**src/rtl/iir_biquad_cascade.sv**
```systemverilog
// iir_biquad_cascade: N_STAGES x N_CH direct-form-I biquad cascade on one shared MAC; clk, i_rst_n (async low), i_clear, i_valid/o_ready/i_sample frame in, o_valid/o_sample frame out, i_coef_we/i_coef_addr/i_coef_data coefficient write, o_coef_err dropped-write pulse
module iir_biquad_cascade #(
  parameter int DATA_W = 16,
  parameter int COEF_W = 18,
  parameter int FRAC = 16,
  parameter int N_STAGES = 4,
  parameter int N_CH = 2
) (
  input  logic                     clk,
  input  logic                     i_rst_n,
  input  logic                     i_clear,
  input  logic                     i_valid,
  output logic                     o_ready,
  input  logic [N_CH*DATA_W-1:0]   i_sample,
  output logic                     o_valid,
  output logic [N_CH*DATA_W-1:0]   o_sample,
  input  logic                     i_coef_we,
  input  logic [5:0]               i_coef_addr,
  input  logic [COEF_W-1:0]        i_coef_data,
  output logic                     o_coef_err
);
  localparam int PW = DATA_W + COEF_W;
  localparam int AW = PW + 3;
  localparam int CW = N_CH > 1 ? $clog2(N_CH) : 1;
  localparam int SW = N_STAGES > 1 ? $clog2(N_STAGES) : 1;
  localparam int NC = 5 * N_STAGES;
  localparam int IW = $clog2(NC);
  localparam logic signed [AW-1:0] HALF = AW'(1) << (FRAC - 1);
  localparam logic signed [AW-1:0] MAXV = AW'(2 ** (DATA_W - 1) - 1);
  localparam logic signed [AW-1:0] MINV = ~MAXV;
  typedef enum logic [1:0] {IDLE, MAC, WB, DONE} state_t;
  state_t state, state_nx;
  logic [CW-1:0] ch;
  logic [SW-1:0] stg;
  logic [2:0] tap;
  logic [IW-1:0] cidx;
  logic [N_CH*DATA_W-1:0] in_lat, out_buf;
  logic signed [DATA_W-1:0] cur, op, y;
  logic signed [DATA_W-1:0] x1 [N_CH][N_STAGES];
  logic signed [DATA_W-1:0] x2 [N_CH][N_STAGES];
  logic signed [DATA_W-1:0] y1 [N_CH][N_STAGES];
  logic signed [DATA_W-1:0] y2 [N_CH][N_STAGES];
  logic signed [COEF_W-1:0] coef [NC];
  logic signed [PW-1:0] prod;
  logic signed [AW-1:0] acc, acc_nx, rnd;
  logic last_stg, last_ch;

  assign o_ready = state == IDLE || state == DONE;
  assign last_stg = stg == SW'(N_STAGES - 1);
  assign last_ch = ch == CW'(N_CH - 1);
  assign cidx = IW'(int'(stg) * 5 + int'(tap));

  always_comb begin
    op = tap == 3'd0 ? cur : tap == 3'd1 ? x1[ch][stg] : tap == 3'd2 ? x2[ch][stg] : tap == 3'd3 ? y1[ch][stg] : y2[ch][stg];
    prod = coef[cidx] * op;
    acc_nx = tap < 3'd3 ? acc + AW'(prod) : acc - AW'(prod);
    rnd = (acc + HALF) >>> FRAC;
    y = rnd > MAXV ? MAXV[DATA_W-1:0] : rnd < MINV ? MINV[DATA_W-1:0] : rnd[DATA_W-1:0];
  end

  always_comb begin
    state_nx = state;
    case (state)
      IDLE, DONE: state_nx = i_valid ? MAC : IDLE;
      MAC: state_nx = tap == 3'd4 ? WB : MAC;
      WB: state_nx = last_stg && last_ch ? DONE : MAC;
      default: state_nx = IDLE;
    endcase
    if (i_clear) state_nx = IDLE;
  end

  always_ff @(posedge clk or negedge i_rst_n)
    if (!i_rst_n) state <= IDLE;
    else state <= state_nx;

  always_ff @(posedge clk or negedge i_rst_n)
    if (!i_rst_n) begin
      for (int i = 0; i < NC; i++) coef[i] <= i % 5 == 0 ? COEF_W'(2 ** FRAC) : '0;
      o_coef_err <= 1'b0;
    end else begin
      o_coef_err <= i_coef_we && (!o_ready || int'(i_coef_addr) >= NC);
      if (i_coef_we && o_ready && int'(i_coef_addr) < NC) coef[IW'(i_coef_addr)] <= i_coef_data;
    end

  always_ff @(posedge clk or negedge i_rst_n)
    if (!i_rst_n) begin
      for (int c = 0; c < N_CH; c++)
        for (int s = 0; s < N_STAGES; s++) begin
          x1[c][s] <= '0;
          x2[c][s] <= '0;
          y1[c][s] <= '0;
          y2[c][s] <= '0;
        end
      acc <= '0;
      tap <= '0;
      ch <= '0;
      stg <= '0;
      cur <= '0;
      in_lat <= '0;
      out_buf <= '0;
      o_sample <= '0;
      o_valid <= 1'b0;
    end else if (i_clear) begin
      for (int c = 0; c < N_CH; c++)
        for (int s = 0; s < N_STAGES; s++) begin
          x1[c][s] <= '0;
          x2[c][s] <= '0;
          y1[c][s] <= '0;
          y2[c][s] <= '0;
        end
      acc <= '0;
      tap <= '0;
      ch <= '0;
      stg <= '0;
      o_valid <= 1'b0;
    end else begin
      o_valid <= state == DONE;
      if (state == DONE) o_sample <= out_buf;
      if (state == MAC) begin
        acc <= acc_nx;
        tap <= tap + 3'd1;
      end
      if (state == WB) begin
        x2[ch][stg] <= x1[ch][stg];
        x1[ch][stg] <= cur;
        y2[ch][stg] <= y1[ch][stg];
        y1[ch][stg] <= y;
        acc <= '0;
        tap <= '0;
        stg <= last_stg ? '0 : stg + 1'b1;
        ch <= last_stg ? ch + 1'b1 : ch;
        cur <= last_stg ? DATA_W'(in_lat >> DATA_W) : y;
        if (last_stg) begin
          in_lat <= in_lat >> DATA_W;
          out_buf <= (N_CH*DATA_W)'({y, out_buf} >> DATA_W);
        end
      end
      if (o_ready && i_valid) begin
        in_lat <= i_sample;
        cur <= i_sample[DATA_W-1:0];
        ch <= '0;
      end
    end
endmodule

```
**config.mk**
```make
export PLATFORM = sky130hd
export DESIGN_NAME = iir_biquad_cascade
export DESIGN_NICKNAME = d
export VERILOG_FILES = /design/src/rtl/iir_biquad_cascade.sv
export SDC_FILE = /design/constraint.sdc
export NUM_CORES = 2
export LEC_CHECK = 0
export BUFFER_PORTS_ARGS = -buffer_cell sky130_fd_sc_hd__buf_2
export CAP_MARGIN = 20
export CORE_UTILIZATION = 50
export CTS_BUF_LIST = sky130_fd_sc_hd__clkbuf_4
export DETAILED_ROUTE_END_ITERATION = 10
export GPL_TIMING_DRIVEN = 0
export PLACE_DENSITY = 0.68
export SYNTH_ARGS = -nofsm -noshare
export SYNTH_HDL_FRONTEND = slang
export SYNTH_SLANG_ARGS = --single-unit
```
**constraint.sdc**
```tcl
create_clock -name clk -period 11.8 [get_ports clk]
set_clock_uncertainty 0.2 [all_clocks]
set_input_delay 0.59 -clock clk [delete_from_list [all_inputs] [get_ports clk]]
set_output_delay 0.59 -clock clk [all_outputs]
set_load 0.01 [all_outputs]
```
After elaboration in Yosys (flattened, before gate mapping). Index checks and enable logic that the tools add are counted.

Add/sub/neg operators: 7. $mul: 2. $lt $le $gt $ge: 12. Equality and inequality tests: 8. Multiplexer cells: 78. Bitwise operators: 5. Reduce and logical (&&, ||, !) cells: 25.

Operators by type and width (number): $mux 128 (8); $mux 64 (13); $bwmux 128 (4); $bwmux 360 (1); $mux 16 (18); $mux 37 (4); $bmux 16 s2 (4); $mux 32 (3); $bmux 18 s5 (1); $demux 18 s5 (1); $demux 64 s1 (1); $mux 18 (3); $add 37x17->37 const B (1); $add 37x34->37 (1); $sub 37x34->37 (1); $mul 18x16->34 (1); $demux 16 s2 (1); $gt 21x16->1 const B (1); $lt 21x16->1 const B (1); $ge 6x6->1 const B (2); $mux 2 (6); $not 5->6 (2); $mux 3 (3); $reduce_bool 3->1 (3); 32 further kinds (53).

Bits in registers: 1031. Logic and storage cells: 200.

Depth between registers and ports, before layout.
Word-level depth: 17. Mapped depth: 48. Depth with buffers taken out: 44.

Least setup slack after synthesis. OpenSTA, ideal clock, no wires.

Path type: flip-flop to flip-flop. Start: reg stg[1]. End: reg acc[36]. Arrival time: 11441 ps. Data required time: 11521 ps. Slack: 79 ps. Cell stages (with the launch flop): 44. Path buffers: 3. Period minus slack after synthesis: 11721 ps. Cells stage by stage: dfrtp_1 > ha_1 > ha_1 > fa_1 > xor2_1 > clkbuf_1 > clkbuf_1 > a21oi_1 > o22a_1 > a31oi_1 > buf_2 > nand2_1 > inv_1 > fa_1 > inv_1 > fa_1 > inv_1 > fa_1 > [8 not listed] > or3_1 > a21oi_2 > nor2_2 > xnor2_1 > nand3_1 > o31ai_1 > xor2_1 > ha_1 > a21o_1 > a21o_1 > a21o_1 > a21o_1 > a31oi_1 > o22ai_1 > o41a_1 > and2_1 > mux2i_1 > mux2i_1.

Cells in the longest elaborated chain, start to end: 14. Elaborated cells on any way between the ends: 30. Those cells by class: add/sub (3); mul (2); mux (23); bitwise (2).

Ends and longest elaborated chain: start: declaration (RTL line 34) `logic [SW-1:0] stg;`; start signal: assignment (RTL line 130) `stg <= last_stg ? '0 : stg + 1'b1;`; parallel branches: the longest is 8 deep, another holds $mul 2x3->5; $mul 18x16->34 * (RTL line 55) `prod = coef[cidx] * op;`; $sub 37x34->37 or $add 37x34->37 (tied branches) (RTL line 56) `acc_nx = tap < 3'd3 ? acc + AW'(prod) : acc - AW'(prod);`; $mux 37 * (RTL line 56); $mux 37 * (RTL line 119) `if (state == MAC) begin`; $mux 37 * (RTL line 123) `if (state == WB) begin`; $mux 37 * (RTL line 103) `end else if (i_clear) begin`; end signal: assignment (RTL line 120) `acc <= acc_nx;`; end: declaration (RTL line 45) `logic signed [AW-1:0] acc, acc_nx, rnd;`.

Mark *: on every way between the ends. The select of a mux whose other input is x is not followed. A chain may end at the register's enable or synchronous reset.

Worst setup path after layout. Same ends and word-level chain as after synthesis.

==> out/metrics.cfg <==
[placement]
hpwl_mm = 126.4
place.gp.congestion = 0.9485
port_buffers = 77

[setup_path]
crit_type = flip-flop to flip-flop
cp_max_fo = 7
critPathLaunch = stg[1]
arrival_ps = 12630
cp-start-kind = flip-flop
ff2ff_path_depth = 44
required_ps = 12740
cp_common_cell = fa_1
critical_path.slowest_cell = fa_2
cp-end-kind = flip-flop
r2r_start = stg[1]
cpPeakStageDelay_ps = 570

[pwr]
powerDensity_mw_per_mm2 = 226.9
total_power_mw = 15.60
p_leak_nw = 31.97
peakVddDrop_uv = 243.2

[logic_synthesis]
syn-cell-area_sq_mm = 0.05891
synth_top_area_share_pct = 42.94
synth_commonest_cells = 1,011 x dfrtp_1, 630 x nand2_1, 410 x mux2_2
ys_ff_latch = 1015
synthArstFlopShare_pct = 100.0
synth_edf_count = 0
synth.distinct_cells = 97
yosysWarnings = 0
synth_area_per_cell_sq_um = 11.48
synth_area_leaders = dfrtp_1 43%, fa_1 9.9%, mux4_2 8.7%
syn-num-nets = 5628
synthMostInstantiatedCell = dfrtp_1
yosysTopAreaCell = dfrtp_1
synth_cells = 5133
synth-seq-area-share_pct = 43.12
synth-main-ff-cell = dfrtp_1

[global_routing]
grtUsageMet1_pct = 37.92
grt-busiest-layer = met2
met2_usage_pct = 49.02
grt_pass1_vias = 46170
grt_use_total_pct = 29.99
grt_max_degree = 165
grt_first_pass_wirelength_mm = 274.0
use_met3_pct = 6.185
antenna_found_initial = 5
overflow = 0

[clock_tree]
htree_levels = 5
cts_root_buffer = clkbuf_4
numCtsBuffers = 285
path_clk_slew_ps = 70
cts_num_sinks = 1015
cts_tree = built
clk_path_buf_depth = 4
worstSkewPairLatency_ps = 1300

[drt]
vias = 44240
viasPerCell = 5.963
drt_iter0_drc = 3542
wl_mm = 177.4
drc = 0
ant_nets = 0
routedWlPerCell_um = 23.91
dr.pass1.iters = 9

[layout]
drive_gt1_share_pct = 26.63
areaGrowthSynthToFinish_pct = 16.72
nNetsFinal = 6232

[timing]
slew_headroom_pct = 24.52
max_freq_mhz = 85.58
finalSetupViolations = 0
worst_pin_slew_ps = 1128
slew_violations = 0
finalHoldViolCount = 0
grt_setup_unrepaired = true
hold_slack_ps = 110.5
min_period_over_period_pct = 99.02
period_needed_ps = 11680

[job]
cap_violations = 0

[floorplanning]
num_io_pins = 96
die_area_sq_mm = 0.1192
start_util_pct = 50.56
core_region_area_sq_mm = 0.1165
die_x_um = 345.3
rows = 125
die_h_um = 345.3

[run_status]
status = completed

[hold_path]
worstHoldPathCells = 5
hp-start = i_sample[12]
hp-class = primary input to flip-flop

==> metal layers <==
| layer | wire, um | part of all wire, % |
|---|---|---|
| met1 | 68600 | 39 |
| met2 | 86580 | 49 |
| met3 | 13210 | 7.4 |
| met4 | 8962 | 5.1 |
| met5 | 14 | 0.0079 |
==> cells by family after synthesis <==
logic type / Yosys count / share of synthesized area [%]
AND/OR/NAND/NOR: 1182 / 8.782
flip-flops: 1015 / 43.12
AO/OA/AOI/OAI: 950 / 10.84
buffers and inverters: 727 / 4.779
multiplexers: 719 / 17.96
adder cells (fa/ha/maj): 434 / 12.94
XOR/XNOR: 106 / 1.576
==> repair_timing <==
item / in CTS / in global routing
endpoints found under the setup margin: 28 / 13
pin swaps: 15 / 70
cloned: 0 / 0
setup buffers: 45 / 44
gates resized for setup: 319 / 125
endpoints found under the hold margin: 764 / 0
hold buffers: 116 / 0
==> placed cells by master (no fill, tap or decap), types with 20 or more instances in the layout <==
cell              n
nor3_1           20
o21ai_0         315
dlygate4sd3_1   115
mux2i_1          42
buf_1            20
mux2i_4          23
nand2b_1         41
buf_2            96
buf_8            20
xor2_1           38
and2_1           44
buf_4            99
a21o_1           36
mux2_2          408
nand2_1         629
a21oi_1          95
buf_6            42
mux4_2          228
clkbuf_1        221
fa_1            289
clkinv_1         34
dfrtp_1        1008
a211oi_1         28
clkbuf_4        403
a22o_1          252
xnor2_1          55
nor2_1          274
a31oi_1          26
o211ai_1         34
inv_1           360
o21ai_1          24
nand3_1          44
ha_1            125
==> state kept, by name, summed over array words and instances (netlist names) <==
signal,flops
coef,360
x1,128
x2,128
y1,128
y2,128
acc,37
o_sample,32
out_buf,32
cur,16
in_lat,16
tap,3
state,2
stg,2
ch,1
o_coef_err,1
o_valid,1
==> cell type report <==
| type | instances | area (sq um) |
|---|---|---|
| diodes | 8 | 20.02 |
| plain buffers | 337 | 1869 |
| clock buffers | 393 | 2950 |
| clock inverters | 44 | 246.5 |
| fillers | 9545 | 47760 |
| inverters | 377 | 1430 |
| multi-input cells | 3391 | 31950 |
| flip-flops and latches | 1015 | 25410 |
| well taps | 1524 | 1907 |
| repair buffers | 330 | 2982 |
==> critical path: cells and delay by family, from the launching register on <==
| family | cells | cell delay, ps |
|---|---|---|
| and+or+nand+nor | 9 | 1730 |
| xor gates and xnor gates | 2 | 570 |
| AOI/OAI and AO/OA | 10 | 2070 |
| muxes | 3 | 910 |
| buffers and inverters | 9 | 930 |
| adders and majority gates | 11 | 4560 |
| DFF | 1 | 550 |
==> stage by stage <==
step / std cells / setup slack [ps] / cell area, sq um / setup TNS, ps / utilization [%]
finish: 7419 / 115.6 / 68760 / 0 / 59.01
global placement: 6734 / -12010 / 61200 / - / 52.53
CTS: 7370 / 8.004 / 67890 / 0 / 58.26
floorplan: 5133 / 79.50 / 58910 / 0 / -
detailed placement: 6780 / -3593 / 61930 / -61330 / 53.15
global route: 7417 / -119.9 / 68760 / -140.0 / 59.01
==> power by group <==
part / leakage [nW] / switching [mW] / internal (mW)
clock: 1.94 / 1.48 / 1.58
sequential: 14.0 / 0.0991 / 3.65
combinational: 16.1 / 5.21 / 3.57
==> path summary, 6_finish.rpt <==
check	to	slack [ps]
setup / recovery	acc[36]	120
hold / removal	cur[12]	110
setup reg to reg	acc[36]	120
hold reg to reg	out_buf[14]	270
max in group asynchronous	coef[197]	9170
min in group asynchronous	y1[116]	330
Note: power is estimated with default switching activity, not from simulation.
